<file path="config.mk">
export PLATFORM = sky130hd
export DESIGN_NAME = vga_term_ctrl
export DESIGN_NICKNAME = d
export VERILOG_FILES = /design/src/rtl/vga_term_ctrl.sv
export SDC_FILE = /design/constraint.sdc
export NUM_CORES = 1
export LEC_CHECK = 0
export CAP_MARGIN = 10
export CORE_ASPECT_RATIO = 1.4
export CORE_MARGIN = 4
export CORE_UTILIZATION = 55
export DETAILED_ROUTE_END_ITERATION = 8
export GPL_TIMING_DRIVEN = 0
export HOLD_SLACK_MARGIN = 0.08
export PLACE_DENSITY = 0.84
export SLEW_MARGIN = 20
export SYNTH_ARGS = -nofsm -noshare
export SYNTH_HDL_FRONTEND = slang
export SYNTH_SLANG_ARGS = --single-unit
</file>
<file path="constraint.sdc">
create_clock -name clk_i -period 3.55 [get_ports clk_i]
set_input_delay 0.71 -clock clk_i [delete_from_list [all_inputs] [get_ports clk_i]]
set_output_delay 0.71 -clock clk_i [all_outputs]
set_load 0.03 [all_outputs]
</file>
<file path="src/rtl/vga_term_ctrl.sv">
// vga_term_ctrl - terminal sequencer in front of vga_char's write port.
//
// Takes a byte stream over a valid/ready handshake, interprets a small set
// of control codes and turns printable bytes into explicit set-X / set-Y /
// char-write bus cycles. The cursor is owned here, so vga_char's own
// auto-increment is never relied upon. The first byte after reset first
// selects the main charset and clears the screen (leaving the splash).
//
// Ports:
//   clk_i        system clock (also vga_char wb_clk)
//   rst_i        synchronous active-high reset
//   rx_data_i    incoming byte
//   rx_valid_i   rx_data_i valid
//   rx_ready_o   controller can accept a byte (only in IDLE)
//   wb_cyc_o     one-cycle write strobe
//   wb_we_o      equals wb_cyc_o
//   wb_addr_o    000 char, 001 X, 011 Y, 110 charset select
//   wb_dat_o     write data
//   cursor_x_o   current column
//   cursor_y_o   current row
//   busy_o       sequence in progress (~rx_ready_o)
module vga_term_ctrl #(
  parameter int          COLS     = 64,
  parameter int          ROWS     = 32,
  parameter logic [7:0]  CLR_CHAR = 8'h20
) (
  input  logic       clk_i,
  input  logic       rst_i,
  input  logic [7:0] rx_data_i,
  input  logic       rx_valid_i,
  output logic       rx_ready_o,
  output logic       wb_cyc_o,
  output logic       wb_we_o,
  output logic [2:0] wb_addr_o,
  output logic [7:0] wb_dat_o,
  output logic [5:0] cursor_x_o,
  output logic [4:0] cursor_y_o,
  output logic       busy_o
);

  localparam logic [5:0] XMAX = 6'(COLS - 1);
  localparam logic [4:0] YMAX = 5'(ROWS - 1);

  localparam logic [2:0] A_CH  = 3'b000;
  localparam logic [2:0] A_X   = 3'b001;
  localparam logic [2:0] A_Y   = 3'b011;
  localparam logic [2:0] A_SEL = 3'b110;

  // Each non-IDLE state names the write that is on the bus during it.
  typedef enum logic [2:0] {
    S_IDLE, S_SEL, S_CX, S_CY, S_CW, S_PX, S_PY, S_PW
  } state_t;

  state_t     state_q, state_d;
  logic [5:0] x_q, x_d;
  logic [4:0] y_q, y_d;
  logic [5:0] sx_q, sx_d;
  logic [4:0] sy_q, sy_d;
  logic [7:0] byte_q, byte_d;
  logic       bs_q, bs_d;
  logic       pend_q, pend_d;
  logic       splash_q, splash_d;
  logic       rdy_q, rdy_d;
  logic       cyc_q, cyc_d;
  logic [2:0] addr_q, addr_d;
  logic [7:0] dat_q, dat_d;

  // Byte dispatch inputs: either a fresh accept or the byte held back
  // while the splash clear ran.
  logic       disp;
  logic       disp_clr;
  logic [7:0] db;
  logic [5:0] dx;
  logic [4:0] dy;
  logic [5:0] sx_n;
  logic [4:0] sy_n;
  logic       scan_last;

  function automatic logic [4:0] next_row(input logic [4:0] r);
    return (r == YMAX) ? 5'd0 : r + 5'd1;
  endfunction

  always_ff @(posedge clk_i) begin
    if (rst_i) begin
      state_q  <= S_IDLE;
      x_q      <= '0;
      y_q      <= '0;
      sx_q     <= '0;
      sy_q     <= '0;
      byte_q   <= '0;
      bs_q     <= 1'b0;
      pend_q   <= 1'b0;
      splash_q <= 1'b0;
      rdy_q    <= 1'b1;
      cyc_q    <= 1'b0;
      addr_q   <= '0;
      dat_q    <= '0;
    end else begin
      state_q  <= state_d;
      x_q      <= x_d;
      y_q      <= y_d;
      sx_q     <= sx_d;
      sy_q     <= sy_d;
      byte_q   <= byte_d;
      bs_q     <= bs_d;
      pend_q   <= pend_d;
      splash_q <= splash_d;
      rdy_q    <= rdy_d;
      cyc_q    <= cyc_d;
      addr_q   <= addr_d;
      dat_q    <= dat_d;
    end
  end

  always_comb begin
    state_d  = state_q;
    x_d      = x_q;
    y_d      = y_q;
    sx_d     = sx_q;
    sy_d     = sy_q;
    byte_d   = byte_q;
    bs_d     = bs_q;
    pend_d   = pend_q;
    splash_d = splash_q;
    rdy_d    = rdy_q;
    cyc_d    = 1'b0;
    addr_d   = addr_q;
    dat_d    = dat_q;
    disp     = 1'b0;
    disp_clr = 1'b0;
    db       = rx_data_i;
    dx       = x_q;
    dy       = y_q;

    scan_last = (sx_q == XMAX) && (sy_q == YMAX);
    if (sx_q == XMAX) begin
      sx_n = 6'd0;
      sy_n = sy_q + 5'd1;
    end else begin
      sx_n = sx_q + 6'd1;
      sy_n = sy_q;
    end

    case (state_q)
      S_IDLE: begin
        if (rx_valid_i && rdy_q) begin
          if (!splash_q) begin
            // Hold the byte until charset select and clear are done.
            byte_d  = rx_data_i;
            pend_d  = 1'b1;
            rdy_d   = 1'b0;
            cyc_d   = 1'b1;
            addr_d  = A_SEL;
            dat_d   = 8'h00;
            state_d = S_SEL;
          end else begin
            disp = 1'b1;
          end
        end
      end
      S_SEL: begin
        sx_d    = '0;
        sy_d    = '0;
        cyc_d   = 1'b1;
        addr_d  = A_X;
        dat_d   = 8'h00;
        state_d = S_CX;
      end
      S_CX: begin
        cyc_d   = 1'b1;
        addr_d  = A_Y;
        dat_d   = {3'b000, sy_q};
        state_d = S_CY;
      end
      S_CY: begin
        cyc_d   = 1'b1;
        addr_d  = A_CH;
        dat_d   = CLR_CHAR;
        state_d = S_CW;
      end
      S_CW: begin
        if (scan_last) begin
          x_d      = '0;
          y_d      = '0;
          splash_d = 1'b1;
          rdy_d    = 1'b1;
          state_d  = S_IDLE;
          if (pend_q) begin
            // Held byte is processed with the freshly homed cursor.
            pend_d   = 1'b0;
            disp     = 1'b1;
            disp_clr = 1'b1;
            db       = byte_q;
            dx       = '0;
            dy       = '0;
          end
        end else begin
          sx_d    = sx_n;
          sy_d    = sy_n;
          cyc_d   = 1'b1;
          addr_d  = A_X;
          dat_d   = {2'b00, sx_n};
          state_d = S_CX;
        end
      end
      S_PX: begin
        cyc_d   = 1'b1;
        addr_d  = A_Y;
        dat_d   = {3'b000, y_q};
        state_d = S_PY;
      end
      S_PY: begin
        cyc_d   = 1'b1;
        addr_d  = A_CH;
        dat_d   = byte_q;
        state_d = S_PW;
      end
      S_PW: begin
        // Backspace already moved the cursor at accept.
        if (!bs_q) begin
          if (x_q == XMAX) begin
            x_d = '0;
            y_d = next_row(y_q);
          end else begin
            x_d = x_q + 6'd1;
          end
        end
        rdy_d   = 1'b1;
        state_d = S_IDLE;
      end
      default: begin
        rdy_d   = 1'b1;
        state_d = S_IDLE;
      end
    endcase

    if (disp) begin
      if (db == 8'h0D) begin
        x_d = '0;
      end else if (db == 8'h0A) begin
        y_d = next_row(dy);
      end else if (db == 8'h08) begin
        if (dx != 6'd0) begin
          x_d     = dx - 6'd1;
          bs_d    = 1'b1;
          byte_d  = CLR_CHAR;
          rdy_d   = 1'b0;
          cyc_d   = 1'b1;
          addr_d  = A_X;
          dat_d   = {2'b00, dx - 6'd1};
          state_d = S_PX;
        end
      end else if (db == 8'h0C) begin
        // A form feed that triggered the splash clear is not cleared twice.
        if (!disp_clr) begin
          sx_d    = '0;
          sy_d    = '0;
          rdy_d   = 1'b0;
          cyc_d   = 1'b1;
          addr_d  = A_X;
          dat_d   = 8'h00;
          state_d = S_CX;
        end
      end else if (db >= 8'h20 && db != 8'h7F) begin
        byte_d  = db;
        bs_d    = 1'b0;
        rdy_d   = 1'b0;
        cyc_d   = 1'b1;
        addr_d  = A_X;
        dat_d   = {2'b00, dx};
        state_d = S_PX;
      end
    end
  end

  assign rx_ready_o = rdy_q;
  assign busy_o     = ~rdy_q;
  assign wb_cyc_o   = cyc_q;
  assign wb_we_o    = cyc_q;
  assign wb_addr_o  = addr_q;
  assign wb_dat_o   = dat_q;
  assign cursor_x_o = x_q;
  assign cursor_y_o = y_q;

endmodule

</file>
### After elaboration in Yosys (flattened, before gate mapping)

Index checks and enable logic that the tools add are counted.

| word-level totals | value |
|---|---|
| bits in registers | 49 |
| output and inout bits | 26 |
| bits of input ports | 11 |
| logic and storage cells | 187 |

| cells by class | value |
|---|---|
| equal/unequal tests | 22 |
| add/subtract/negate cells | 6 |
| bitwise gates (word level) | 3 |
| mux-type cells | 129 |
| magnitude comparators | 1 |
| reduce and logical (&&, ||, !) cells | 13 |

Operators by type and width:

| operator | number |
|---|---|
| 8-bit 2-to-1 mux | 24 |
| 6-bit 2-to-1 mux | 19 |
| 5-bit 2-to-1 mux | 19 |
| 3-bit 2-to-1 mux | 21 |
| 8-bit one-hot mux with 7 select lines | 1 |
| 1-bit 2-to-1 mux | 34 |
| 8-bit by 4-bit equality test with 1-bit output, second input constant | 4 |
| 3-bit one-hot mux with 8 select lines | 1 |
| 6-bit one-hot mux with 2 select lines | 2 |
| 5-bit one-hot mux with 2 select lines | 2 |
| 5-bit by 1-bit adder with 5-bit output, second input constant | 3 |
| 5-bit equality test, second input constant | 3 |
| 3-bit one-hot mux with 5 select lines | 1 |
| 6-bit by 1-bit adder with 6-bit output, second input constant | 2 |
| 3-bit equality test, second input constant | 4 |
| 6-bit equality test, second input constant | 2 |
| 8-bit by 6-bit >= comparator with 1-bit output, second input constant | 1 |
| 2-bit inequality test, second input constant | 4 |
| 8-bit by 7-bit inequality test with 1-bit output, second input constant | 1 |
| 3-bit by 2-bit equality test with 1-bit output, second input constant | 2 |
| 1-bit one-hot mux with 3 select lines | 2 |
| 6-bit AND reduction | 1 |
| 6-bit nonzero test | 1 |
| 6-bit by 1-bit subtractor with 6-bit output, second input constant | 1 |
| 12 further kinds | 19 |

### Logic depth before layout (Yosys ltp)

| depth | value |
|---|---|
| depth after elaboration | 12 |
| gate-level depth with buffers | 15 |

### Worst setup path before layout

Ideal clock, no wire load.

| timing path | value |
|---|---|
| kind | reg-to-reg |
| start | register sy_q[0] |
| end | register dat_q[2], in the netlist wb_dat_o[2] |
| path slack | 0.349 ns |
| arrival time | 3.113 ns |
| data required time | 3.462 ns |
| cell stages (with the launch flop) | 15 |
| clock period less this slack | 3.201 ns |
| path buffers | 3 |
| library setup time | 0.088 ns |
| cells stage by stage | dfxtp_1 > ha_1 > and3_1 > ha_1 > and2_0 > clkbuf_1 > nand4_2 > clkbuf_1 > nand2_1 > ha_1 > clkbuf_1 > o21a_1 > nor4_4 > a21boi_1 > o32ai_2 |

| between the ends | value |
|---|---|
| longest elaborated chain between the ends | 12 |

Ends and longest elaborated chain:

| element | RTL line | text |
|---|---|---|
| start, declared | 58 | `logic [4:0] sy_q, sy_d;` |
| start signal, assigned | 103 | `sy_q <= sy_d;` |
| 5-bit equality test * | 135 | `scan_last = (sx_q == XMAX) && (sy_q == YMAX);` |
| 1-bit logical AND * | 135 |  |
| 8-bit 2-to-1 mux | 182 | `if (scan_last) begin` |
| 8-bit 2-to-1 mux | 144 | `case (state_q)` |
| 8-bit by 6-bit >= comparator with 1-bit output or 8-bit by 7-bit inequality test with 1-bit output (tied branches) | 264 | `end else if (db >= 8'h20 && db != 8'h7F) begin` |
| 1-bit logical AND | 264 |  |
| 8-bit 2-to-1 mux | 264 |  |
| 8-bit 2-to-1 mux | 253 | `end else if (db == 8'h0C) begin` |
| 8-bit 2-to-1 mux | 242 | `end else if (db == 8'h08) begin` |
| 8-bit 2-to-1 mux | 240 | `end else if (db == 8'h0A) begin` |
| 8-bit 2-to-1 mux | 238 | `if (db == 8'h0D) begin` |
| 8-bit 2-to-1 mux * | 237 | `if (disp) begin` |
| end signal, assigned | 111 | `dat_q <= dat_d;` |
| end, declared | 66 | `logic [7:0] dat_q, dat_d;` |

Every way passes the cells marked *; elsewhere a longest branch is shown, timed or not.
A chain may end at the register's enable or synchronous reset.

### Worst setup path after layout

Same ends and word-level chain as after synthesis.

==> results <==
- The vertical die dimension is 103 um.
- After synthesis the netlist holds a flip-flop and latch count of 49.
- The overflow left after global routing is 0.
- Counting flops with a built-in enable in the synthesized netlist gives 0.
- The area taken by flip-flops and latches is 981 um^2.
- The area after detailed placement is 3960 um^2.
- The number of filler instances in the final layout is 541.
- By area the synthesized netlist is led by sky130_fd_sc_hd__dfxtp_1 (28%), sky130_fd_sc_hd__a21oi_1 (5.6%), sky130_fd_sc_hd__nand2_1 (5.2%).
- The number of placed instances with taps included is 567.
- Of the total power, combinational logic draws 25.0%.
- The number of distinct library cell variants in the gate-level netlist after synthesis is 68.
- Summing the areas of all compound-gate instances in the mapped netlist gives 28.3% of the synthesized area.
- Sorting the synthesized cells by how often they occur yields sky130_fd_sc_hd__dfxtp_1 (49), sky130_fd_sc_hd__nand2_1 (49), sky130_fd_sc_hd__nor2_1 (42), sky130_fd_sc_hd__a21oi_1 (39), sky130_fd_sc_hd__o21ai_0 (30).
- TritonCTS built the clock tree.
- Synthesis handed over a netlist of 460 instances.
- sky130_fd_sc_hd__dfxtp_1 takes more of the synthesized area than any other cell.
- The max-slew violation count is 0.
- In this run the cell area of the synthesized design comes to 3510 um^2.
- Measured along the x axis, the die boundary spans 75.6 um.
- Dividing total power by cell area gives a power density of 338 nW/um^2.
- The hold violation total from the final report is 0.
- The combinational family with the most area after synthesis is simple AND/OR/NAND/NOR gates.
- Counting the buffers created by CTS gives 5.
- The area of combinational cells with multiple inputs is 2370 um^2.
- Setup violations remaining at the end of the flow were counted as 0.
- The worst setup path is of the register to register kind.
- The portion of total power attributed to sequential cells is 44.8%.
- The top fanout value on the critical path is 10.
- STA classifies the critical path endpoint as a register.
- The worst min-delay path class is register to register.
- STA puts the critical path data required time at 3.74 ns.
- Traced cell by cell, the critical path runs through ha_1 -> and3_1 -> ha_1 -> and2_0 -> clkbuf_2 -> nand4_4 -> clkbuf_2 -> nand2_1 -> ha_2 -> o21a_2 -> nor4_4 -> buf_4 -> a211oi_1 -> o32ai_2.
- The xor/xnor cell area share of the yosys netlist is 1.74%.
- The pin count of the biggest net entering global routing is 16.
- Max-cap violations in this run came to 0.
- Dividing the detail-routed wire length by the instance count gives 18.9 um.
- The via count of the routed design is 3782.
- The internal power of the cells totals 0.924 mW.
- Once detail routing completed, the nets flagged for antenna violations numbered 0.
- The wire length of the first global-routing pass is 17.4 mm.
- The clock root buffer master is sky130_fd_sc_hd__clkbuf_8.
- The area growth from synthesis to layout is 16.7%.
- The critical path arrival is 3.54 ns.
- The clock slew seen by the registers of the worst setup and hold paths is 0.10 ns.
- Setup repair after global routing left no endpoint under its margin.
- After clock tree synthesis, the flow added hold-fix buffers numbering 0.
- Together, buffers and inverters on the worst path number 3.
- The initial antenna violation count is 0.
- The gate family responsible for the most delay along the worst path is adder cells.
- Global routing consumed, over all layers together, 29.2% of the routing resources.
- The antenna diode count is 0.
- After detailed routing, the total wire length is 10.9 mm.
- The switching power summed over all nets is 0.461 mW.
- The number of nets handed over by synthesis was 480.
- The clock net sink count is 49.
- The first-pass detailed-route iteration total is 6.
- The top achievable clock speed is 0.298 GHz.
- The utilization after layout is 66.0%.
- The H-tree depth reported by CTS is 2.
- The number of global-route vias before repair is 3588.
- In the routed design, unresolved DRC markers number 0.
- After Yosys synthesis, and, or, nand and nor cells account for 29.5% of the synthesized area.
- The die covers 7750 um^2.
- In this run, the clock network consumes 30.2% of the power.
- After Yosys synthesis, full adders, half adders and majority gates account for 3.20% of the synthesized area.
- The source-to-sink clock delay at the later pin of the worst-skew pair is 0.31 ns.
- The final non-filler cell total is 576.
- 37 I/O pins were placed.
- The largest stage delay on the critical path is 0.43 ns.
- The maximum ir drop on the vdd rail is 0.204 mV.
- The run finished with clean final reports.
- The prevailing post-synth register cell is sky130_fd_sc_hd__dfxtp_1.
- The port buffer count is 35.
- After layout, the minimum clock period comes to 3.35 ns.
- The startpoint class of the critical path is a register.
- The initial utilization of the core area, before any placement, comes to 56.6%.
- The relative slew slack is 34.1%.
- The maximum clock path buffer count is 2.
- The mux cell area share after synthesis is 4.13%.
- Routability-driven placement finished with a final weighted congestion of 0.933.
- Between clock sinks in the finished design, the worst skew comes to 0.0114 ns.
- The mean number of vias per cell is 6.57.
- The slowest stage of the critical path is the sky130_fd_sc_hd__dfxtp_1 cell.
- In the finished design, the share of the clock period the worst path needs comes to 94.4%.
- A synthesized cell averages 7.64 um^2.
- The Yosys warning count is 0.
- The share of Yosys cell area claimed by the top area cell type is 27.9%.
- The number of standard-cell rows in the floorplan is 34.
- Summed over all cells, the static leakage comes to 1.42 nW.
- The share of the Yosys chip area taken by registers is 27.9%.
- The post-DP HPWL is 8.33 mm.
- The finished cells cover 4100 um^2.
- Net switching is 33.3% of the power.
- The number of DRC violations after detailed-routing iteration 0 is 344.
- For this run, asynchronously set or reset flops after synthesis account for 0%.
- The slew of the pin with the lowest slew margin is 0.984 ns.
- The core area is 6210 um^2.
- After the last flow step, the layout net total stands at 523.
- The share of layout cells above drive strength 1 is 10.1%.
power groups by stage:
stage / clock [mW] / sequential [mW] / combinational, mW
floorplan: 0 / 0.649 / 0.207
global placement: 0 / 0.631 / 0.335
detailed placement: 0 / 0.633 / 0.340
CTS: 0.418 / 0.621 / 0.341
global route: 0.440 / 0.627 / 0.380
finish: 0.419 / 0.621 / 0.346
flip-flops by register name, summed over array words and instances, names as in the netlist:
register	flops
byte_q	8
wb_dat_o	8
cursor_x_o	6
sx_q	6
cursor_y_o	5
sy_q	5
state_q	3
wb_addr_o	3
bs_q	1
pend_q	1
rx_ready_o	1
splash_q	1
wb_cyc_o	1
area by class of cell:
| type | count | share of cell area, % |
|---|---|---|
| multi-input combinational | 371 | 57.8 |
| sequential | 49 | 23.9 |
| timing repair buffer | 37 | 8.91 |
| buffer | 28 | 3.42 |
| tap | 72 | 2.20 |
| clock buffer | 6 | 1.77 |
| inverter | 11 | 1.01 |
| clock inverter | 2 | 0.946 |
worst paths after layout:
path,slack [ns],endpoint,startpoint,cells after the start
worst max-delay path,0.20,wb_dat_o[2]$_SDFF_PP0_,sy_q[0]$_SDFF_PP0_,14
worst min-delay path,0.49,splash_q$_SDFFE_PP0P_,splash_q$_SDFFE_PP0P_,2
worst max register to register,0.20,wb_dat_o[2]$_SDFF_PP0_,sy_q[0]$_SDFF_PP0_,14
worst min register to register,0.49,splash_q$_SDFFE_PP0P_,splash_q$_SDFFE_PP0P_,2
tightest hold or removal path: cells and delay by family, from the launching register on:
kind	cells	cell delay, ns
DFF	1	0.33
AOI/OAI and AO/OA	1	0.05
buffers and inverters	1	0.06
through the flow:
step	hold WS (ns)	power (mW)	setup slack, ns	TNS (ns)
after detailed placement	0.470	0.972	-0.275	-5.01
after global placement	0.456	0.966	-0.211	-2.87
after global routing	0.516	1.45	0.0245	0
after floorplan	0.446	0.856	0.349	0
after CTS	0.485	1.38	0.0277	0
final	0.489	1.39	0.198	0
per-layer routing:
metal	global-route usage [%]	wire length (um)
met5	0	0
met4	14.9	476
met3	3.90	609
met2	51.4	5600
met1	33.6	4190
layout by cell type (no fill, tap or decap), types with 7 or more instances in the layout:
cell type | Yosys | final
sky130_fd_sc_hd__nand2_1 | 49 | 49
sky130_fd_sc_hd__a32o_1 | 8 | 8
sky130_fd_sc_hd__nand3_1 | 13 | 13
sky130_fd_sc_hd__a21oi_1 | 39 | 38
sky130_fd_sc_hd__clkdlybuf4s50_1 | 0 | 35
sky130_fd_sc_hd__a22oi_1 | 11 | 11
sky130_fd_sc_hd__nor2_1 | 42 | 42
sky130_fd_sc_hd__o21ai_0 | 30 | 30
sky130_fd_sc_hd__and3_1 | 8 | 8
sky130_fd_sc_hd__a31oi_1 | 7 | 7
sky130_fd_sc_hd__nor2b_1 | 12 | 12
sky130_fd_sc_hd__nand4_1 | 7 | 7
sky130_fd_sc_hd__dfxtp_1 | 49 | 49
sky130_fd_sc_hd__nor3_1 | 20 | 20
sky130_fd_sc_hd__ha_1 | 9 | 8
sky130_fd_sc_hd__clkbuf_1 | 17 | 15
sky130_fd_sc_hd__inv_1 | 10 | 10
logic make-up after synthesis:
family                   Yosys count
AO/OA/AOI/OAI                    147
multiplexers                      13
XOR/XNOR                           7
buffers and inverters             40
AND/OR/NAND/NOR                  195
adder cells (fa/ha/maj)            9
flip-flops                        49
repair_timing:
action	4_1_cts	5_1_grt
setup buffers	2	0
hold endpoints to repair	0	0
cloned	0	0
setup endpoints to repair	28	28
resized for setup	3	4
pin swaps	1	0
(Power assumes the default switching activity.)
